## src/rtl/register_dump_unit.sv

```systemverilog
// rtl/register_dump_unit.sv - streams a register file out MSB byte first over a UART tx_start/tx_done handshake
// Optional DUMP_HEADER_EN: each dump is preceded by an 8'hA5 header byte.
module register_dump_unit #(
   parameter int width  = 32,
   parameter int lenght = 32,
   parameter int NB     = $clog2(lenght)
) (
   input  logic             clk,
   input  logic             reset,
   input  logic             start,
   input  logic [width-1:0] rd_data,
   output logic [NB-1:0]    rd_addr,
   output logic [7:0]       tx_data,
   output logic             tx_start,
   input  logic             tx_done,
   output logic             busy,
   output logic             done
);
   localparam int NBYTES = width / 8;
   localparam int BCW = (NBYTES > 1) ? $clog2(NBYTES) : 1;
   localparam logic [BCW-1:0] LAST_BYTE = BCW'(NBYTES - 1);
   localparam logic [NB-1:0]  LAST_REG  = NB'(lenght - 1);

`ifdef DUMP_HEADER_EN
   typedef enum logic [2:0] {IDLE, HEADER, READ, SEND, WAIT_TX, DONE} state_t;
   localparam logic [width-1:0] HDR_WORD = width'(8'hA5) << (width - 8);
   logic hdr_pending;
`else
   typedef enum logic [2:0] {IDLE, READ, SEND, WAIT_TX, DONE} state_t;
`endif

   state_t           state, state_next;
   logic [width-1:0] shift_reg;
   logic [BCW-1:0]   byte_cnt;
   logic             last_byte, last_reg;

   assign last_byte = (byte_cnt == LAST_BYTE);
   assign last_reg  = (rd_addr == LAST_REG);
   // tx_data only changes when a new byte is about to be offered, so it stays stable through WAIT_TX
   assign tx_data   = shift_reg[width-1 -: 8];

   always_ff @(posedge clk) begin
      if (reset) state <= IDLE;
      else       state <= state_next;
   end

   always_comb begin
      state_next = state;
      tx_start   = 1'b0;
      busy       = 1'b1;
      done       = 1'b0;
      case (state)
         IDLE: begin
            busy = 1'b0;
`ifdef DUMP_HEADER_EN
            if (start) state_next = HEADER;
`else
            if (start) state_next = READ;
`endif
         end
`ifdef DUMP_HEADER_EN
         HEADER: begin
            tx_start   = 1'b1;
            state_next = WAIT_TX;
         end
`endif
         READ: state_next = SEND;
         SEND: begin
            tx_start   = 1'b1;
            state_next = WAIT_TX;
         end
         WAIT_TX: begin
            if (tx_done) begin
`ifdef DUMP_HEADER_EN
               if (hdr_pending)     state_next = READ;
               else
`endif
               if (!last_byte)      state_next = SEND;
               else if (!last_reg)  state_next = READ;
               else                 state_next = DONE;
            end
         end
         DONE: begin
            done       = 1'b1;
            state_next = IDLE;
         end
         default: state_next = IDLE;
      endcase
   end

   always_ff @(posedge clk) begin
      if (reset) begin
         shift_reg <= '0;
         byte_cnt  <= '0;
         rd_addr   <= '0;
`ifdef DUMP_HEADER_EN
         hdr_pending <= 1'b0;
`endif
      end else begin
         case (state)
            IDLE: begin
               if (start) begin
                  rd_addr <= '0;
`ifdef DUMP_HEADER_EN
                  shift_reg   <= HDR_WORD;
                  hdr_pending <= 1'b1;
`endif
               end
            end
            READ: begin
               shift_reg <= rd_data;
               byte_cnt  <= '0;
            end
            WAIT_TX: begin
               if (tx_done) begin
`ifdef DUMP_HEADER_EN
                  if (hdr_pending) hdr_pending <= 1'b0;
                  else
`endif
                  if (!last_byte) begin
                     shift_reg <= shift_reg << 8;
                     byte_cnt  <= byte_cnt + BCW'(1);
                  end else if (!last_reg) begin
                     rd_addr <= rd_addr + NB'(1);
                  end
               end
            end
            DONE: rd_addr <= '0;
            default: ;
         endcase
      end
   end
endmodule

```

## config.mk

```make
export PLATFORM = sky130hd
export DESIGN_NAME = register_dump_unit
export DESIGN_NICKNAME = d
export VERILOG_FILES = /design/src/rtl/register_dump_unit.sv
export SDC_FILE = /design/constraint.sdc
export NUM_CORES = 1
export LEC_CHECK = 0
export CAP_MARGIN = 20
export CELL_PAD_IN_SITES_DETAIL_PLACEMENT = 1
export CELL_PAD_IN_SITES_GLOBAL_PLACEMENT = 1
export CORE_UTILIZATION = 32
export CTS_CLUSTER_DIAMETER = 150
export DETAILED_ROUTE_END_ITERATION = 8
export PLACE_DENSITY_LB_ADDON = 0.1
export SYNTH_ARGS = -nofsm -noshare
export SYNTH_HDL_FRONTEND = slang
export SYNTH_SLANG_ARGS = --single-unit
export TNS_END_PERCENT = 10
```

## constraint.sdc

```tcl
create_clock -name clk -period 1.6 [get_ports clk]
set_input_delay 0.24 -clock clk [delete_from_list [all_inputs] [get_ports clk]]
set_output_delay 0.24 -clock clk [all_outputs]
set_load 0.03 [all_outputs]
```

# Yosys cells after proc, flatten, opt, wreduce, memory -nomap -nowiden
# Index checks and enable logic that the tools add are counted.
# totals
regBits	42
latch_bits	0
ramBits	0
rom_bits	0
out_inout_bits	16
mem_count	0
# op_classes
add_sub_neg	2
mul	0
n_div	0
order_cmp	0
eq_ne	11
shift	0
n_mux	19
n_bitwise	0
reduce_logical	6
# op_table
cell	n
32-bit 2-to-1 mux	2
32-bit case mux with 2 select lines	1
5-bit 2-to-1 mux	4
5-bit case mux with 3 select lines	1
3-bit 2-to-1 mux	4
3-bit case mux with 4 select lines	1
2-bit != test (second input constant)	5
3-bit by 2-bit == test with 1-bit output (second input constant)	2
5-bit by 1-bit adder with 5-bit output (second input constant)	1
5-bit == test (second input constant)	1
5-bit AND reduction	1
2-bit 2-to-1 mux	2
2-bit case mux with 2 select lines	1
3-bit by 1-bit == test with 1-bit output (second input constant)	1
3-bit == test (second input constant)	1
3-bit logical NOT	1
1-bit 2-to-1 mux	3
3-bit AND reduction	1
3-bit nonzero test	1
2-bit by 1-bit adder with 2-bit output (second input constant)	1
2-bit == test (second input constant)	1
2-bit AND reduction	1
2-bit nonzero test	1

# Longest topological paths before layout
# depth
ltp_word	5
ltp_mapped	7

# Least setup slack after synthesis
# No wires, ideal clock.
# synth_timing
path_kind	register -> register
start	register rd_addr[0]
end	register rd_addr[1]
setup_time_ps	72
t_arrival_ps	1742
t_required_ps	1528
setup_slack_ps	-214
stages_incl_launch_ff	7
path_buffers	0
path_cell_list	dfxtp_1 ha_1 and3_1 ha_1 o32a_4 nand3b_1 a21oi_1
# synth_between
elab_chain_cells	5
elab_cells_between_ends	8
classes_between	1 x add/sub; 2 x eq/ne; 4 x mux; 1 x reduce/logical
# synth_rtl
element	line	source
from (decl)	12	output logic [NB-1:0] rd_addr,
from (signal assigned)	124	rd_addr <= rd_addr + NB'(1);
5-bit by 1-bit adder with 5-bit output	124	
5-bit 2-to-1 mux	123	end else if (!last_reg) begin
5-bit 2-to-1 mux	120	if (!last_byte) begin
5-bit 2-to-1 mux	115	if (tx_done) begin
5-bit case mux with 3 select lines	100	case (state)
# Parallel ways exist; a longest one is shown, timed or not. The select of a mux whose other input is x is not followed.
# A chain may end at the register's enable or synchronous reset.

# Final worst setup path
# layout_timing
start	register rd_addr[0]
end	register rd_addr[4]
# The elaborated chain is that of the path after synthesis.

==> summary.md <==
| Metric | Value |
|---|---|
| Max reg flops | `32` |
| CTS tree | `yes` |
| Setup TNS | `-58.0 ps` |
| DIE WIDTH | `82.0 um` |
| Setup violations, final | `2` |
| Initial Util | `0.338` |
| Met1 Resource Use GR | `0.199` |
| Data arrival, critical path | `1860 ps` |
| Minimum clock period | `around 1600 ps` |
| Syn Area/Cell | `8.76 um2` |
| Inserted Clock Buffers | `5` |
| Clock-pin slew on the worst setup and hold paths | `80 ps` |
| Nets | `322` |
| Grt met3 use | `0.0344` |
| Total vias in the final route | `1814` |
| CP endpoint kind | `register` |
| Post-synthesis cell count | `234` |
| Clock root cell | `clkbuf_8` |
| Die height | `between 80 and 90 um` |
| GR peak layer | `met2` |
| Filler cells | `718` |
| Top_reg_cell synth | `dfxtp_1` |
| Final period utilization | `1.02` |
| Number of enable-type register cells in the synthesized netlist | `0` |
| Max Clk Rate | `613 MHz` |
| Pre-antenna DRT Iters | `4` |
| Fin cells | `359` |
| Worst Setup Start Kind | `register` |
| Antenna violations before repair | `0` |
| Synth area leader | `dfxtp_1` |
| Ys async rst share | `0` |
| Slew Limit Headroom | `0.638` |
| Share of cells above drive strength 1 | `0.218` |
| H-tree Lvls | `2` |
| Internal power | `1.71 mW` |
| Rows | `28` |
| Final HPWL DP | `3490 um` |
| ANT cells | `0` |
| Switching share of power | `0.295` |
| Clock network power share | `0.270` |
| Ys Warns | `0` |
| Clk Latency, worst-skew pair | `290 ps` |
| Failing checks | `setup timing` |
| Total core area | `~0.0061 mm2` |
| HP Class | `primary input to register` |
| Net Count, Synth | `between 200 and 300` |
| RSZ-0062 raised after global routing | `yes` |
| Final Hold Vio Count | `0` |
| GRT met2 Usage | `0.280` |
| Wirelength per Cell | `13.9 um` |
| Number of global-route vias before repair | `1760` |
| Initial DRC Count | `33` |
| Slew @ Worst Pin | `540 ps` |
| Crit path kind | `register to register` |
| GR Util All Layers | `0.162` |
| CP Max Fanout | `7` |
| Largest net degree at the start of global routing | `between 40 and 50` |
| Ports | `52` |
| Comb pwr share | `0.247` |
| Net switching power | `0.715 mW` |
| Clock Skews | `4.65 ps` |
| # placed instances | `350` |
| Post-route DRC | `0` |
| Clk sinks | `42` |
| CP required | `1830 ps` |
| I/O Buffers | `between 50 and 60` |
| Flop pwr share | `0.483` |
| Pleak | `between 1 and 1.5 nW` |
| Clk buf depth | `2` |
| Outcome | `finished, violations left` |
| Pwr Total | `2.43 mW` |
| PwrDens | `878 mW/mm2` |
| Synthesis-stage register bit count | `42` |
| Most instantiated cells after synthesis | `42 x dfxtp_1, 42 x nor2_1, 30 x nand2_1` |
| GRT overflow | `0` |
| Top cells by area, synth | `dfxtp_1 41%, a211oi_2 12%, nor2_1 7.7%, a21oi_1 7.1%, buf_4 5.5%` |
| Fin. max-slew vios | `0` |
| Post-DRT Antenna Nets | `0` |
| Top cell type's share of synthesized area | `0.410` |
| Vias/cell | `5.05` |
| MaxCap Viol Count | `0` |
| Netlist Area Pre-Place | `0.00205 mm2` |
| Yosys cell types | `34` |
| Routed WL | `4990 um` |
| Die Footprint | `around 0.0067 mm2` |
| GP Congestion | `between 0.7 and 0.8` |
| Worst setup margin | `-30.9 ps` |
| Seq/Total Area, Yosys | `0.410` |
| VDD IR max | `0.000388 V` |
| Hold slack | `390 ps` |
| P&R area growth vs syn | `34.9%` |
| Setup Slack @ Placement | `-201 ps` |
| First-pass GRT wire length | `a little over 8000 um` |
worst paths after layout:
path	start	end	slack, ps	cells past startpoint
worst max register to register	rd_addr[0]	rd_addr[4]	-30	6
worst max-delay path	rd_addr[0]	rd_addr[4]	-30	6
worst min register to register	rd_addr[4]	rd_addr[4]	490	2
worst min-delay path	reset	rd_addr[4]	390	3
layer usage:
metal / part of all wire / routed length (um) / up-vias
li1: - / - / 907
met1: 0.45 / 2260 / 862
met2: 0.50 / 2480 / 38
met3: 0.035 / 173 / 7
met4: 0.014 / 70 / 0
met5: 0 / 0 / -
layout make-up:
type	count	area (um2)	area share
repair buffers	67	673	0.244
flip-flops and latches	42	847	0.306
multi-input cells	164	1050	0.382
clock buffers	8	80.1	0.0290
well taps	75	93.8	0.0340
inverters	3	15.0	0.00543
logic make-up (layout without fill, tap and decap cells):
group           Yosys count  after routing  share of synthesized area
mux                       1              1                    0.00488
compound gates           67             67                      0.272
fa+ha+maj                 3              3                     0.0183
simple gates             93             93                      0.208
buf+inv                  28             78                     0.0867
flops                    42             42                      0.410
per-stage QoR:
| step | utilization | cell area (um2) |
|---|---|---|
| 3_5_place_dp | 0.438 | 2650 |
| 4_1_cts | 0.450 | 2730 |
| 6_report | 0.456 | 2760 |
| 2_1_floorplan | - | 2060 |
| 5_1_grt | 0.456 | 2760 |
| 3_3_place_gp | 0.438 | 2650 |
layout by cell type (no fill, tap or decap), types with 2 or more instances in the layout:
| cell type | count |
|---|---|
| clkdlybuf4s50_1 | 42 |
| nand3b_1 | 4 |
| a21oi_2 | 3 |
| a211oi_2 | 20 |
| inv_1 | 2 |
| clkbuf_1 | 3 |
| a22oi_1 | 8 |
| buf_12 | 4 |
| dfxtp_1 | 39 |
| nand2_1 | 30 |
| nor2_1 | 42 |
| nor3_1 | 2 |
| a21oi_1 | 26 |
| nand3_1 | 3 |
| dfxtp_2 | 2 |
| ha_2 | 2 |
| buf_4 | 12 |
| a211oi_1 | 3 |
| nor4_1 | 2 |
| clkbuf_8 | 5 |
| dlygate4sd2_1 | 4 |
critical path: stages (launching register included):
cell,delay [ps]
dfxtp_4,350
ha_2,180
and3_1,190
ha_2,200
o32a_4,350
nand3b_1,160
a21oi_1,140
what timing repair did:
action                                  4_1_cts  5_1_grt
endpoints found under the setup margin       12       37
hold buffers                                  0        0
resized for setup                             7       12
setup buffers                                 0        1
pin swaps                                     1        1
power by group through the flow:
| stage | logic (mW) | registers [mW] | clock network [mW] |
|---|---|---|---|
| after floorplan | 0.424 | 1.18 | 0 |
| after global placement | 0.590 | 1.19 | 0 |
| after detailed placement | 0.597 | 1.19 | 0 |
| after CTS | 0.598 | 1.17 | 0.688 |
| after global routing | 0.655 | 1.18 | 0.731 |
| final | 0.600 | 1.17 | 0.656 |
Note: power is estimated with default switching activity, not from simulation.
